## src/rtl/hazard_ctrl_pkg.sv

```systemverilog
// Shared pipeline types for the RV32I core; the hazard controller's state encoding lives here.
package rv32i_types;

  localparam int REG_AW = 5;

  typedef enum logic [1:0] {
    INIT  = 2'd0,
    RUN   = 2'd1,
    MWAIT = 2'd2,
    LUSE  = 2'd3
  } hazard_state_t;

endpackage

```

## src/rtl/hazard_ctrl_lu_detect.sv

```systemverilog
// Load-use detector: flags an ID instruction that reads the register a load in EX is producing.
module load_use_detect
  import rv32i_types::*;
(
  input  logic [REG_AW-1:0] id_rs1,
  input  logic [REG_AW-1:0] id_rs2,
  input  logic              id_use_rs1,
  input  logic              id_use_rs2,
  input  logic [REG_AW-1:0] ex_rd,
  input  logic              ex_is_load,
  output logic              lu_hit
);

  logic rs1_match;
  logic rs2_match;

  always_comb begin
    rs1_match = id_use_rs1 && (id_rs1 == ex_rd);
    rs2_match = id_use_rs2 && (id_rs2 == ex_rd);
    // x0 is never really written, so a load into it cannot create a hazard
    lu_hit    = ex_is_load && (ex_rd != '0) && (rs1_match || rs2_match);
  end

endmodule

```

## src/rtl/hazard_ctrl.sv

```systemverilog
// Pipeline hazard controller: memory-wait freeze, redirect flush and one-cycle load-use bubble,
// with wrapping event counters.
module hazard_ctrl
  import rv32i_types::*;
#(
  parameter int CNT_W = 32
) (
  input  logic             clk,
  input  logic             rst_n,
  input  logic [4:0]       id_rs1,
  input  logic [4:0]       id_rs2,
  input  logic             id_use_rs1,
  input  logic             id_use_rs2,
  input  logic [4:0]       ex_rd,
  input  logic             ex_is_load,
  input  logic             ex_br_taken,
  input  logic             imem_req,
  input  logic             imem_resp,
  input  logic             dmem_req,
  input  logic             dmem_resp,
  output logic             en_pc,
  output logic             en_if_id,
  output logic             en_id_ex,
  output logic             en_ex_mem,
  output logic             en_mem_wb,
  output logic             flush_if_id,
  output logic             bubble_id_ex,
  output logic [CNT_W-1:0] stall_cnt,
  output logic [CNT_W-1:0] flush_cnt,
  output logic [CNT_W-1:0] lu_cnt,
  output logic [1:0]       state_o
);

  hazard_state_t    state_q, state_d;
  logic [CNT_W-1:0] stall_cnt_q, stall_cnt_d;
  logic [CNT_W-1:0] flush_cnt_q, flush_cnt_d;
  logic [CNT_W-1:0] lu_cnt_q, lu_cnt_d;
  logic             lu_hit;
  logic             mem_busy;
  logic             stall_inc, flush_inc, lu_inc;

  load_use_detect u_lu_detect (
    .id_rs1     (id_rs1),
    .id_rs2     (id_rs2),
    .id_use_rs1 (id_use_rs1),
    .id_use_rs2 (id_use_rs2),
    .ex_rd      (ex_rd),
    .ex_is_load (ex_is_load),
    .lu_hit     (lu_hit)
  );

  assign mem_busy = (imem_req && !imem_resp) || (dmem_req && !dmem_resp);

  always_comb begin
    state_d      = state_q;
    en_pc        = 1'b0;
    en_if_id     = 1'b0;
    en_id_ex     = 1'b0;
    en_ex_mem    = 1'b0;
    en_mem_wb    = 1'b0;
    flush_if_id  = 1'b0;
    bubble_id_ex = 1'b0;
    stall_inc    = 1'b0;
    flush_inc    = 1'b0;
    lu_inc       = 1'b0;

    if (state_q == INIT) begin
      state_d = RUN;
    end else if (mem_busy) begin
      state_d   = MWAIT;
      stall_inc = 1'b1;
    end else begin
      // Release from MWAIT behaves exactly like RUN; only LUSE suppresses a second bubble.
      en_pc     = 1'b1;
      en_if_id  = 1'b1;
      en_id_ex  = 1'b1;
      en_ex_mem = 1'b1;
      en_mem_wb = 1'b1;
      state_d   = RUN;
      if (ex_br_taken) begin
        flush_if_id  = 1'b1;
        bubble_id_ex = 1'b1;
        flush_inc    = 1'b1;
      end else if (lu_hit && (state_q != LUSE)) begin
        en_pc        = 1'b0;
        en_if_id     = 1'b0;
        bubble_id_ex = 1'b1;
        state_d      = LUSE;
        lu_inc       = 1'b1;
      end
    end

    stall_cnt_d = stall_cnt_q + CNT_W'(stall_inc);
    flush_cnt_d = flush_cnt_q + CNT_W'(flush_inc);
    lu_cnt_d    = lu_cnt_q + CNT_W'(lu_inc);
  end

  always_ff @(posedge clk or negedge rst_n) begin
    if (!rst_n) begin
      state_q     <= INIT;
      stall_cnt_q <= '0;
      flush_cnt_q <= '0;
      lu_cnt_q    <= '0;
    end else begin
      state_q     <= state_d;
      stall_cnt_q <= stall_cnt_d;
      flush_cnt_q <= flush_cnt_d;
      lu_cnt_q    <= lu_cnt_d;
    end
  end

  assign stall_cnt = stall_cnt_q;
  assign flush_cnt = flush_cnt_q;
  assign lu_cnt    = lu_cnt_q;
  assign state_o   = state_q;

endmodule

```

## config.mk

```make
export PLATFORM = sky130hd
export DESIGN_NAME = hazard_ctrl
export DESIGN_NICKNAME = d
export VERILOG_FILES = /design/src/rtl/hazard_ctrl_pkg.sv /design/src/rtl/hazard_ctrl_lu_detect.sv /design/src/rtl/hazard_ctrl.sv
export SDC_FILE = /design/constraint.sdc
export NUM_CORES = 1
export LEC_CHECK = 0
export CAP_MARGIN = 20
export CORE_MARGIN = 2
export CORE_UTILIZATION = 51
export DETAILED_ROUTE_END_ITERATION = 10
export PLACE_DENSITY = 0.87
export SYNTH_ARGS = -nofsm -noshare
export SYNTH_HDL_FRONTEND = slang
export SYNTH_SLANG_ARGS = --single-unit
```

## constraint.sdc

```tcl
create_clock -name clk -period 3.6 [get_ports clk]
set_input_delay 0.72 -clock clk [delete_from_list [all_inputs] [get_ports clk]]
set_output_delay 0.72 -clock clk [all_outputs]
set_load 0.01 [all_outputs]
```

# Word level (Yosys, flattened, before mapping)

Index checks and enable logic that the tools add are counted.
W data, S select, Z words.

Reductions and logical operators: 13
Eq/ne operators: 3
Multiplexer cells: 22
$add $sub $neg: 3

Operators with widths:

| kind                 | count |
|---|---|
| $add A32 B1 Y32      | 3 |
| $mux W1              | 18 |
| $eq A5 B5 Y1         | 2 |
| $mux W2              | 4 |
| $logic_and A1 B1 Y1  | 7 |
| $reduce_bool A5 Y1   | 1 |
| $logic_not A1 Y1     | 2 |
| $logic_not A2 Y1     | 1 |
| $logic_or A1 B1 Y1   | 2 |
| $ne A2 B2 Y1 const B | 1 |

Bits of input ports: 25
Register bits after elaboration: 98
Word-level logic and storage cells: 45
Output and inout bits: 105

# Logic depth before layout (Yosys ltp)

Gate-level depths: netlist of the first run.

Depth in word-level cells: 10
Mapped depth: 11
Gate-level depth less buffers: 11

# By module

A second synthesis of the first run with hierarchy kept.

Cell total of the unflattened synthesis: 406
Area total of the unflattened synthesis: 4568.1 µm²

By module, submodules not included:

| module          | cells an instance | area each (µm²) | seq. area each (µm²) | instances |
|---|---|---|---|---|
| hazard_ctrl     | 389               | 4434.3          | 2452.4               | 1 |
| load_use_detect | 17                | 133.9           | 0.0                  | 1 |

# Least setup slack after synthesis of the first run

OpenSTA, ideal clock, no wires.

Kind: input -> register
Start point: in imem_req
End point: reg flush_cnt_q[28], in the netlist flush_cnt[28]
Buffers on the path: 1
Required time: 3.475 ns
Data arrival time: 2.688 ns
Stages on the path: 11
Setup time: 0.125 ns
Path slack: 0.787 ns
Cell sequence: inv_1 -> o22ai_1 -> nor3_1 -> ha_1 -> ha_1 -> nand2_1 -> or4_4 -> buf_6 -> nor3_4 -> nand4_1 -> xnor2_1

Longest elaborated chain between the ends: 5

Ends and longest elaborated chain:

| what                  | line               | text |
|---|---|---|
| from (decl)           | hazard_ctrl.sv:17  | `input logic imem_req,` |
| $logic_and A1 B1 Y1   | hazard_ctrl.sv:52  | `assign mem_busy = (imem_req && !imem_resp) \|\| (dmem_req && !dmem_resp);` |
| $logic_or A1 B1 Y1    | hazard_ctrl.sv:52  |  |
| $mux W1 (2 in series) | --                 |  |
| net flush_if_id       | hazard_ctrl.sv:26  | `output logic flush_if_id,` |
| $add A32 B1 Y32       | hazard_ctrl.sv:94  | `flush_cnt_d = flush_cnt_q + CNT_W'(flush_inc);` |
| net flush_cnt_d[28]   | hazard_ctrl.sv:36  | `logic [CNT_W-1:0] flush_cnt_q, flush_cnt_d;` |
| to (signal assigned)  | hazard_ctrl.sv:107 | `flush_cnt_q <= flush_cnt_d;` |
| to (decl)             | hazard_ctrl.sv:36  |  |

The timed path passes the listed nets, and every way through them passes these cells.

# Worst setup path after layout of the first run

Start point: in ex_rd[1]
End point: out en_pc

Longest elaborated chain between the ends: 9
Elaborated cells between the ends (all ways): 13
Those cells by class: 2 x eq/ne; 4 x mux; 7 x reduce/logical

Ends and longest elaborated chain:

| what                                   | line                                                     | text |
|---|---|---|
| from (decl)                            | hazard_ctrl.sv:14                                        | `input logic [4:0] ex_rd,` |
| $eq A5 B5 Y1 (on tied branches)        | hazard_ctrl_lu_detect.sv:18, hazard_ctrl_lu_detect.sv:19 |  |
| $logic_and A1 B1 Y1 (on tied branches) | hazard_ctrl_lu_detect.sv:18, hazard_ctrl_lu_detect.sv:19 |  |
| $logic_or A1 B1 Y1                     | hazard_ctrl_lu_detect.sv:21                              | `lu_hit = ex_is_load && (ex_rd != '0) && (rs1_match \|\| rs2_match);` |
| $logic_and A1 B1 Y1 (*)                | hazard_ctrl_lu_detect.sv:21                              |  |
| $logic_and A1 B1 Y1 (*)                | hazard_ctrl.sv:84                                        | `end else if (lu_hit && (state_q != LUSE)) begin` |
| $mux W1 (*)                            | hazard_ctrl.sv:84                                        |  |
| $mux W1 (*)                            | hazard_ctrl.sv:80                                        | `if (ex_br_taken) begin` |
| $mux W1 (*)                            | hazard_ctrl.sv:69                                        | `end else if (mem_busy) begin` |
| $mux W1 (*)                            | hazard_ctrl.sv:67                                        | `if (state_q == INIT) begin` |
| to (decl)                              | hazard_ctrl.sv:21                                        | `output logic en_pc,` |

Mark *: on every way between the ends. The rest lies on a longest branch, timed or not.

==> flow_summary_export.csv, run 1 <==
group,metric,value,unit
clock_tree,cts_root_buf,"clkbuf_8",
global_route,grt_max_degree,37,
synthesis,synth_flop_cell,"dfrtp_1",
sta,relSlewSlack,0.6366,
setup_path,worstReg2RegEnd,"flush_cnt[28]$_DFF_PN0_",
floorplanning,boundaryPins,130,
setup_path,critPathMaxFanout,4,
clock_tree,cts_buffers,9,
placed_design,io_buffers,129,
clock_tree,cts_sinks,98,
finish,drive_gt1_frac,0.05827,
setup_path,crit_path_cell_trace,"clkdlybuf4s50_1 -> or4_1 -> o2111ai_2 -> o21a_1 -> clkdlybuf4s50_1",
drt,routed_wl,9705,um
clock_tree,hold_buffers,0,
power_and_ir_drop,ir_drop,238.4,uV
setup_path,cpPeakStageDelay,0.56,ns
flow_run,maxCapViolations,0,
setup_path,reg2reg_depth,9,
synthesis,syn-instance-count,390,
setup_path,path_buf_inv,2,
global_route,overflow,0,
floorplanning,core-area,8299,um^2
power_and_ir_drop,leakagePower,2.614,nW
sta,fin_worst_skew,0.01154,ns
finish,areaGrowthSynthToFinish,36.16,%
synthesis,yosysSeqAreaShare,0.5541,
floorplanning,dieWidth,97.15,um
sta,period_needed,3.440,ns
hold_path,hp-class,"in -> async",
drt,wl_met3,370,um
setup_path,critPathSlowestCell,"or4_1",
sta,layout_setup_ws,0.1605,ns
global_route,grt.total_usage,0.2125,
drt,ant_nets,0,
placed_design,dpl.hpwl,7250,um
setup_path,critical_path_class,"in -> out",
power_and_ir_drop,power_density,376.7,nW/um^2
synthesis,synthesis.nets,421,
drt,drt_iter0_markers,98,
clock_tree,clk_pin_slew,0.10,ns
setup_path,r2r-start,"state_o[1]$_DFF_PN0_",
global_route,grt_pass1_vias,3428,
sta,tightest_slew,0.5409,ns
drt,route.vias.total,3345,
placed_design,pre_cts_ws,-0.01505,ns
sta,finalHoldViolations,0,
synthesis,syn_area,4425,um^2
sta,period_share,0.9554,
finish,fillCellCount,608,
clock_tree,insertion_delay,0.35,ns
setup_path,worstPathArrival,2.72,ns
drt,met2_length,4918,um
clock_tree,clockBufferDepth,2,
floorplanning,rows,33,
drt,drt-vias-per-instance,5.251,
sta,finalSetupViolations,0,
setup_path,endpoint_kind,"primary output",
drt,firstDrtPassIters,4,
drt,wl_met1,4270,um
synthesis,async_flop_share,1.000,
global_route,grt_pass1_wl,16730,um
floorplanning,start_util,0.5332,
clock_tree,tritoncts,"yes",
clock_tree,htree_levels,3,
synthesis,synth-edff-count,0,
setup_path,crit_top_cell,"clkdlybuf4s50_1",
sta,fin_setup_tns,0,ns
floorplanning,dieArea,9438,um^2
finish,antenna_cells,0,
synthesis,yosysWarnings,0,
drt,drcViolationCount,0,
setup_path,rrSetupSlack,1.17,ns
synthesis,ys_ff_latch,98,
drt,routed.top_layer,"met4",
sta,rsz0062_at_grt,"false",
run_status,status,"completed",
sta,fmax,290.7,MHz
synthesis,synth_cell_types,37,
finish,nets,558,
sta,drv_slew,0,
setup_path,crit_family,"buffers and inverters",
floorplanning,die_h,97.15,um
global_route,antenna_found_initial,0,
setup_path,critical_path_required,2.88,ns
placed_design,place.gp.congestion,0.8056,
synthesis,avgSynthCellArea,11.35,um^2
drt,wl_per_cell,15.24,um
setup_path,startpoint_type,"input pin",
==> sequential cells by signal, indices dropped and copies added, names as in the netlist <==
signal     count
flush_cnt     32
lu_cnt        32
stall_cnt     32
state_o        2
==> synthesized netlist by cell type, drive strengths merged (6+ instances only) <==
library cell | count | share of area
nor3 | 9 | 0.014
ha | 6 | 0.017
buf | 6 | 0.0099
nor2 | 27 | 0.025
and3 | 9 | 0.013
and4 | 14 | 0.028
nand3 | 32 | 0.036
xor2 | 28 | 0.055
nand4 | 22 | 0.033
xnor2 | 73 | 0.14
nand2 | 38 | 0.032
dfrtp | 98 | 0.55
inv | 6 | 0.0051
==> layer usage <==
metal,vias up,track usage
met5,-,0
met4,0,0.06176
met3,16,0.05108
met2,86,0.3579
met1,1641,0.2745
li1,1602,-
==> cell families after synthesis <==
kind of cell	count (synthesis)	synth area share
XOR/XNOR	101	0.1999
AND/OR/NAND/NOR	163	0.2005
adder cells (fa/ha/maj)	6	0.01696
flip-flops	98	0.5541
buffers and inverters	15	0.01753
AO/OA/AOI/OAI	7	0.01103
==> repair_timing <==
action | in CTS | in global routing
setup buffers | 0 | 0
resized for setup | 0 | 1
hold endpoints to repair | 0 | 0
setup endpoints to repair | 0 | 3
==> final cells by class <==
type / instances / area (um^2) / share of cell area
Multi-Input combinational cell: 277 / 1902 / 0.3156
Clock inverter: 6 / 50.05 / 0.008306
Clock buffer: 10 / 137.6 / 0.02284
Inverter: 7 / 26.28 / 0.004360
Sequential cell: 98 / 2452 / 0.4070
Tap cell: 105 / 131.4 / 0.02180
Timing Repair Buffer: 134 / 1326 / 0.2201
==> power by group <==
group,switching [mW],internal [mW],total [mW],leakage (nW)
registers,0.0840,1.17,1.25,1.33
logic,0.156,0.199,0.355,1.19
clock network,0.387,0.278,0.665,0.0895
total,0.627,1.64,2.27,2.61
==> worst register-to-register path, cell delays in order (launching register included) <==
cell and delay [ns]:
dfrtp_1 0.40, nor2_1 0.10, nor3_1 0.27, ha_1 0.25, ha_1 0.21, nand2_1 0.11
or4_4 0.50, nor3_4 0.20, nand4_1 0.14, xnor2_1 0.15
==> how the worst max path moves through the flow <==
stage / start / endpoint / slack, ns / cells past startpoint
2_1_floorplan: imem_req / flush_cnt[28]$_DFF_PN0_ / 0.79 / 11
3_3_place_gp: ex_rd[1] / en_if_id / 0.11 / 5
3_5_place_dp: ex_rd[3] / lu_cnt[31]$_DFF_PN0_ / -0.02 / 11
4_1_cts: ex_rd[1] / en_pc / 0.08 / 5
5_1_grt: ex_rd[3] / bubble_id_ex / 0.04 / 7
6_report: ex_rd[1] / en_pc / 0.16 / 5
==> placed cells by master, fill, tap and decap left out, types with 2 or more instances in the layout <==
cell	n
o22ai_1	2
ha_1	6
nor3_1	7
buf_4	6
nor2_1	25
clkinvlp_4	2
clkbuf_8	10
clkinv_4	2
xnor2_1	73
inv_1	6
inv_6	2
dfrtp_1	98
nand4_1	21
and3_1	9
nand2_1	38
nand3_1	32
and4_1	14
or2_1	4
xor2_1	28
clkdlybuf4s50_1	128
==> per-stage QoR <==
| stage | utilization | hold slack [ns] | instance area (um^2) | total power, mW | cells |
|---|---|---|---|---|---|
| floorplan | - | 0.4244 | 4425 | 1.381 | 390 |
| global placement | 0.7027 | 0.4588 | 5832 | 1.610 | 621 |
| detailed placement | 0.7027 | 0.4657 | 5832 | 1.630 | 621 |
| CTS | 0.7253 | 0.2672 | 6020 | 2.301 | 637 |
| global route | 0.7261 | 0.2736 | 6026 | 2.381 | 637 |
| finish | 0.7261 | 0.2726 | 6026 | 2.270 | 637 |
Note: power is estimated with default switching activity, not from simulation.
==> run 2, diff against run 1 <==
--- a/config.mk
+++ b/config.mk
@@ -7,9 +7,10 @@
 export LEC_CHECK = 0
 export CAP_MARGIN = 20
 export CORE_MARGIN = 2
-export CORE_UTILIZATION = 51
+export CORE_UTILIZATION = 52
 export DETAILED_ROUTE_END_ITERATION = 10
-export PLACE_DENSITY = 0.87
+export PLACE_DENSITY = 0.88
 export SYNTH_ARGS = -nofsm -noshare
 export SYNTH_HDL_FRONTEND = slang
+export SYNTH_HIERARCHICAL = 1
 export SYNTH_SLANG_ARGS = --single-unit
==> constraint.sdc (replaced) <==
create_clock -name clk -period 3.6 [get_ports clk]
set_input_delay 0.36 -clock clk [delete_from_list [all_inputs] [get_ports clk]]
set_output_delay 0.36 -clock clk [all_outputs]
set_load 0.01 [all_outputs]
==> flow_summary_export.csv, run 2 <==
group,metric,value,unit
floorplanning,dieArea,9550,um^2
clock_tree,htree_levels,3,
run_status,status,"completed",
drt,route.vias.total,3551,
global_route,antenna_found_initial,0,
synthesis,synthesis.nets,437,
synthesis,yosysSeqAreaShare,0.5368,
sta,rsz0062_at_grt,"false",
floorplanning,dieWidth,97.73,um
synthesis,synth-edff-count,0,
placed_design,place.gp.congestion,0.8117,
setup_path,worstPathArrival,2.65,ns
synthesis,yosys.area.top_type,"dfrtp_1",
clock_tree,cts_setup_buffers,0,
setup_path,critPathMaxFanout,3,
hold_path,hp-class,"in -> async",
synthesis,avgSynthCellArea,11.25,um^2
power_and_ir_drop,leakagePower,2.598,nW
power_and_ir_drop,power,2.247,mW
clock_tree,clk_pin_slew,0.09,ns
floorplanning,core-area,8636,um^2
synthesis,yosysWarnings,6,
clock_tree,cts_resized,0,
finish,drive_gt1_frac,0.05282,
global_route,use_met3,0.04964,
sta,period_share,0.8357,
setup_path,r2r-start,"state_o[1]$_DFF_PN0_",
setup_path,startpoint_type,"input pin",
synthesis,synth.most_common_cell,"dfrtp_1",
finish,final_common_cell,"clkdlybuf4s50_1",
sta,tightest_slew,0.8287,ns
finish,antenna_cells,0,
drt,firstDrtPassIters,4,
synthesis,syn_area,4568,um^2
placed_design,placedInstanceArea,5993,um^2
sta,drv_slew,0,
setup_path,crit_family,"buffers and inverters",
synthesis,synth_cell_types,31,
clock_tree,cts_buffers,9,
flow_run,maxCapViolations,0,
drt,ant_nets,0,
power_and_ir_drop,power_density,364.1,nW/um^2
setup_path,critical_path_required,3.24,ns
setup_path,cpPeakStageDelay,0.59,ns
clock_tree,tritoncts,"yes",
setup_path,endpoint_kind,"primary output",
global_route,gr-usage-met1,0.2840,
synthesis,synth_flop_cell,"dfrtp_1",
sta,period_needed,3.009,ns
sta,fin_setup_tns,0,ns
drt,drcViolationCount,0,
clock_tree,insertion_delay,0.35,ns
drt,drt-vias-per-instance,5.405,
placed_design,dpl.hpwl,7422,um
synthesis,synth_top_area_frac,0.5368,
drt,routed_wl,9889,um
finish,nets,575,
floorplanning,boundaryPins,130,
clock_tree,cts_sinks,98,
placed_design,io_buffers,129,
setup_path,path_buf_inv,2,
global_route,grt_max_degree,69,
global_route,overflow,0,
floorplanning,rows,34,
finish,areaGrowthSynthToFinish,35.09,%
power_and_ir_drop,ir_drop,393.3,uV
clock_tree,clockBufferDepth,2,
floorplanning,start_util,0.5290,
setup_path,crit_path_cell_trace,"clkdlybuf4s50_1 -> or4_1 -> o21ai_1 -> a21oi_1 -> nand2_1 -> o21ai_0 -> a21oi_1 -> clkdlybuf4s50_1",
synthesis,ys_ff_latch,98,
sta,fin_worst_skew,0.01267,ns
global_route,grt.total_usage,0.2121,
sta,finalHoldViolations,0,
sta,relSlewSlack,0.4475,
setup_path,critical_path_class,"in -> out",
drt,wl_per_cell,15.05,um
synthesis,synth_top_cells_by_area,"dfrtp_1 (54%), xnor2_1 (14%), xor2_1 (5.2%)",
global_route,grt_pass1_wl,16860,um
sta,fmax,332.4,MHz
clock_tree,cts_root_buf,"clkbuf_8",
global_route,grt-busiest-layer,"met2",
finish,layout_common_cells,"clkdlybuf4s50_1 (128), dfrtp_1 (98), xnor2_1 (75)",
drt,drt_iter0_markers,130,
synthesis,async_flop_share,1.000,
synthesis,syn-instance-count,406,
setup_path,cp-startpoint,"ex_rd[0]",
clock_tree,hold_buffers,0,
global_route,use_met2,0.3480,
global_route,grt_pass1_vias,3594,
sta,finalSetupViolations,0,
finish,fin_area,6171,um^2
setup_path,critPathSlowestCell,"clkdlybuf4s50_1",
synthesis,synthTopCellsByCount,"dfrtp_1 (98), xnor2_1 (75), nand3_1 (39), nand2_1 (32), nand4_1 (32)",
floorplanning,die_h,97.73,um
-- run 2: changes by cell type in the layout (fill, tap and decap cells not counted), moves of 3 or more --
| cell | before | now |
|---|---|---|
| nand2_1 | 38 | 32 |
| nor3_1 | 7 | 16 |
| nand3_1 | 32 | 39 |
| nor2_1 | 25 | 14 |
| a21oi_1 | 0 | 3 |
| or2_1 | 4 | 0 |
| nand4b_1 | 0 | 3 |
| nand4_1 | 21 | 32 |
| and2_1 | 1 | 5 |
-- run 2: through the flow --
stage | std cells | util | worst slack (ns) | hold slack [ns]
final | 657 | 0.7146 | 0.5915 | 0.08849
after global routing | 657 | 0.7146 | 0.3799 | 0.1348
after detailed placement | 641 | 0.6940 | 0.2385 | 0.4600
after floorplan | 406 | - | 0.9533 | 0.06441
after global placement | 641 | 0.6940 | 0.3020 | 0.4568
after CTS | 657 | 0.7146 | 0.5948 | 0.1303
-- run 2: worst reg2reg max path: stages, from the launching register on --
cell and delay (ns):
dfrtp_1 0.45, nor2_1 0.12, nor3_1 0.24, ha_1 0.28
ha_1 0.23, nand2_1 0.17, nor4_4 0.39, nand4_1 0.19
xnor2_1 0.17
-- run 2: power breakdown --
part           total, mW  internal, mW  switching [mW]
Clock              0.644         0.262           0.382
Sequential          1.26          1.17          0.0927
Combinational      0.344         0.198           0.146
-- run 2: metal layers --
layer  wire length, um  vias to the layer above  part of all wire
met4               155                        0             0.016
met1              4353                     1721              0.44
met2              4806                      104              0.49
li1                  -                     1709                 -
met3               574                       17             0.058
met5                 0                        -                 0
-- run 2: logic make-up after synthesis --
group,share of synthesized area
AND/OR/NAND/NOR,0.2260
XOR/XNOR,0.1956
flip-flops,0.5368
buffers and inverters,0.01534
AO/OA/AOI/OAI,0.009860
adder cells (fa/ha/maj),0.01643
-- run 2: final timing paths --
check	slack, ns	cells after the start	end
min in group clk	0.47	1	flush_cnt[31]$_DFF_PN0_
setup reg to reg	1.24	8	flush_cnt[26]$_DFF_PN0_
hold reg to reg	0.47	1	flush_cnt[31]$_DFF_PN0_
setup / recovery	0.59	8	en_pc
hold / removal	0.09	1	stall_cnt[27]$_DFF_PN0_
max in group asynchronous	2.58	2	stall_cnt[0]$_DFF_PN0_
-- run 2: final cells by class --
type,count,area (um^2)
inverters,7,26.28
clock inverters,6,50.05
well taps,108,135.1
clock buffers,10,127.6
repair buffers,135,1334
flip-flops and latches,98,2452
fillers,614,2465
multi-input cells,293,2046
==> run 3, diff against run 2 <==
--- a/config.mk
+++ b/config.mk
@@ -7,9 +7,9 @@
 export LEC_CHECK = 0
 export CAP_MARGIN = 20
 export CORE_MARGIN = 2
-export CORE_UTILIZATION = 52
+export CORE_UTILIZATION = 43
 export DETAILED_ROUTE_END_ITERATION = 10
-export PLACE_DENSITY = 0.88
+export PLACE_DENSITY = 0.78
 export SYNTH_ARGS = -nofsm -noshare
 export SYNTH_HDL_FRONTEND = slang
 export SYNTH_HIERARCHICAL = 1
==> constraint.sdc (replaced) <==
create_clock -name clk -period 2.6 [get_ports clk]
set_input_delay 0.26 -clock clk [delete_from_list [all_inputs] [get_ports clk]]
set_output_delay 0.26 -clock clk [all_outputs]
set_load 0.01 [all_outputs]
==> flow_summary_export.csv, run 3 (same netlist as run 2, synthesis figures left out) <==
group,metric,value,unit
run_status,status,"completed",
setup_path,worstPathArrival,2.23,ns
sta,fmax,401.4,MHz
finish,drive_gt1_frac,0.1121,
setup_path,critPathSlowestCell,"or4_1",
floorplanning,dieWidth,107.1,um
placed_design,place.gp.congestion,0.8290,
drt,routed_wl,10890,um
finish,nets,599,
global_route,antenna_found_initial,0,
clock_tree,clockBufferDepth,2,
floorplanning,rows,37,
hold_path,hp-class,"in -> async",
power_and_ir_drop,ir_drop,389.4,uV
clock_tree,tritoncts,"yes",
sta,drv_slew,0,
global_route,overflow,0,
setup_path,critical_path_required,2.34,ns
drt,drt-vias-per-instance,5.173,
setup_path,crit_top_cell,"a21oi_2",
finish,final_common_cell,"clkdlybuf4s50_1",
power_and_ir_drop,leakagePower,2.807,nW
sta,layout_setup_ws,0.1089,ns
sta,hold_slack,0.4528,ns
sta,finalSetupViolations,0,
placed_design,placedInstanceArea,6198,um^2
drt,wl_per_cell,15.40,um
floorplanning,dieArea,11460,um^2
finish,areaGrowthSynthToFinish,42.84,%
sta,period_share,0.9581,
drt,drcViolationCount,0,
setup_path,startpoint_type,"input pin",
clock_tree,cts_sinks,98,
global_route,grt_max_degree,55,
sta,rsz0062_at_grt,"false",
floorplanning,core-area,10320,um^2
sta,tightest_slew,0.6899,ns
clock_tree,clk_pin_slew,0.09,ns
finish,layout_common_cells,"clkdlybuf4s50_1 (118), dfrtp_1 (98), xnor2_1 (75)",
global_route,grt_pass1_vias,3701,
placed_design,dpl.hpwl,7960,um
global_route,grt_pass1_wl,17730,um
setup_path,endpoint_kind,"primary output",
sta,period_needed,2.491,ns
clock_tree,cts_buffers,9,
floorplanning,boundaryPins,130,
sta,finalHoldViolations,0,
drt,drt_iter0_markers,123,
clock_tree,cts_root_buf,"clkbuf_8",
setup_path,critPathMaxFanout,2,
clock_tree,htree_levels,3,
placed_design,pre_cts_ws,-0.5563,ns
drt,route.vias.total,3657,
clock_tree,insertion_delay,0.35,ns
sta,fin_worst_skew,0.01325,ns
flow_run,maxCapViolations,0,
drt,ant_nets,0,
floorplanning,start_util,0.4425,
setup_path,critical_path_class,"in -> out",
setup_path,crit_path_cell_trace,"clkdlybuf4s50_1 -> buf_4 -> or4_1 -> o21ai_1 -> a21oi_2 -> nand2_1 -> o21ai_0 -> a21oi_2 -> dlygate4sd2_1",
placed_design,io_buffers,129,
power_and_ir_drop,power_density,503.6,nW/um^2
setup_path,cpPeakStageDelay,0.48,ns
finish,fin_area,6525,um^2
drt,firstDrtPassIters,4,
floorplanning,die_h,107.1,um
finish,antenna_cells,0,
sta,relSlewSlack,0.5365,
global_route,grt.total_usage,0.1906,
-- run 3: layer usage --
metal  global-route usage  share of wire  vias to the layer above
met5                    0              0                        -
met4              0.05288          0.012                        0
met3              0.03708          0.045                       14
met2               0.3323           0.52                       85
met1               0.2411           0.42                     1811
li1                     -              -                     1747
-- run 3: worst paths after layout --
path	from	endpoint	slack (ns)	depth (start not counted)
setup reg to reg	state_o[1]$_DFF_PN0_	flush_cnt[18]$_DFF_PN0_	0.31	10
hold / removal	rst_n	flush_cnt[30]$_DFF_PN0_	0.45	2
hold reg to reg	lu_cnt[31]$_DFF_PN0_	lu_cnt[31]$_DFF_PN0_	0.48	1
setup / recovery	ex_rd[2]	en_pc	0.11	9
min in group clk	lu_cnt[31]$_DFF_PN0_	lu_cnt[31]$_DFF_PN0_	0.48	1
max in group asynchronous	rst_n	lu_cnt[9]$_DFF_PN0_	1.45	3
-- run 3: repair_timing --
item                                    4_1_cts  5_1_grt
endpoints found under the setup margin       22       28
gates cloned                                  1        0
endpoints found under the hold margin        44        0
hold buffers                                  1        0
resized for setup                            13       18
buffers inserted                              0        1
pin swaps                                     7       11
-- run 3: layout make-up --
cell class	instances	area, um^2
Sequential cell	98	2452
Multi-Input combinational cell	293	2137
Timing Repair Buffer	159	1536
Clock inverter	5	78.83
Fill cell	808	3799
Clock buffer	9	123.9
Inverter	7	26.28
Tap cell	136	170.2
-- run 3: worst max-delay path: cells and delay by family --
kind | cells | cell delay, ns
buffers and inverters | 3 | 0.88
AO/OA/AOI/OAI | 4 | 0.53
AND/OR/NAND/NOR | 2 | 0.57
-- run 3: through the flow --
stage / TNS (ns) / utilization / power [mW] / std cells
floorplan: 0 / - / 1.931 / 406
global placement: -10.27 / 0.6004 / 2.266 / 690
detailed placement: -13.29 / 0.6004 / 2.281 / 690
CTS: 0 / 0.6238 / 3.326 / 706
global route: 0 / 0.6320 / 3.437 / 707
finish: 0 / 0.6320 / 3.286 / 707
-- run 3: power by group --
group | total, mW | switching, mW | internal [mW]
Combinational | 0.510 | 0.220 | 0.290
Sequential | 1.74 | 0.130 | 1.61
Clock | 1.03 | 0.499 | 0.532
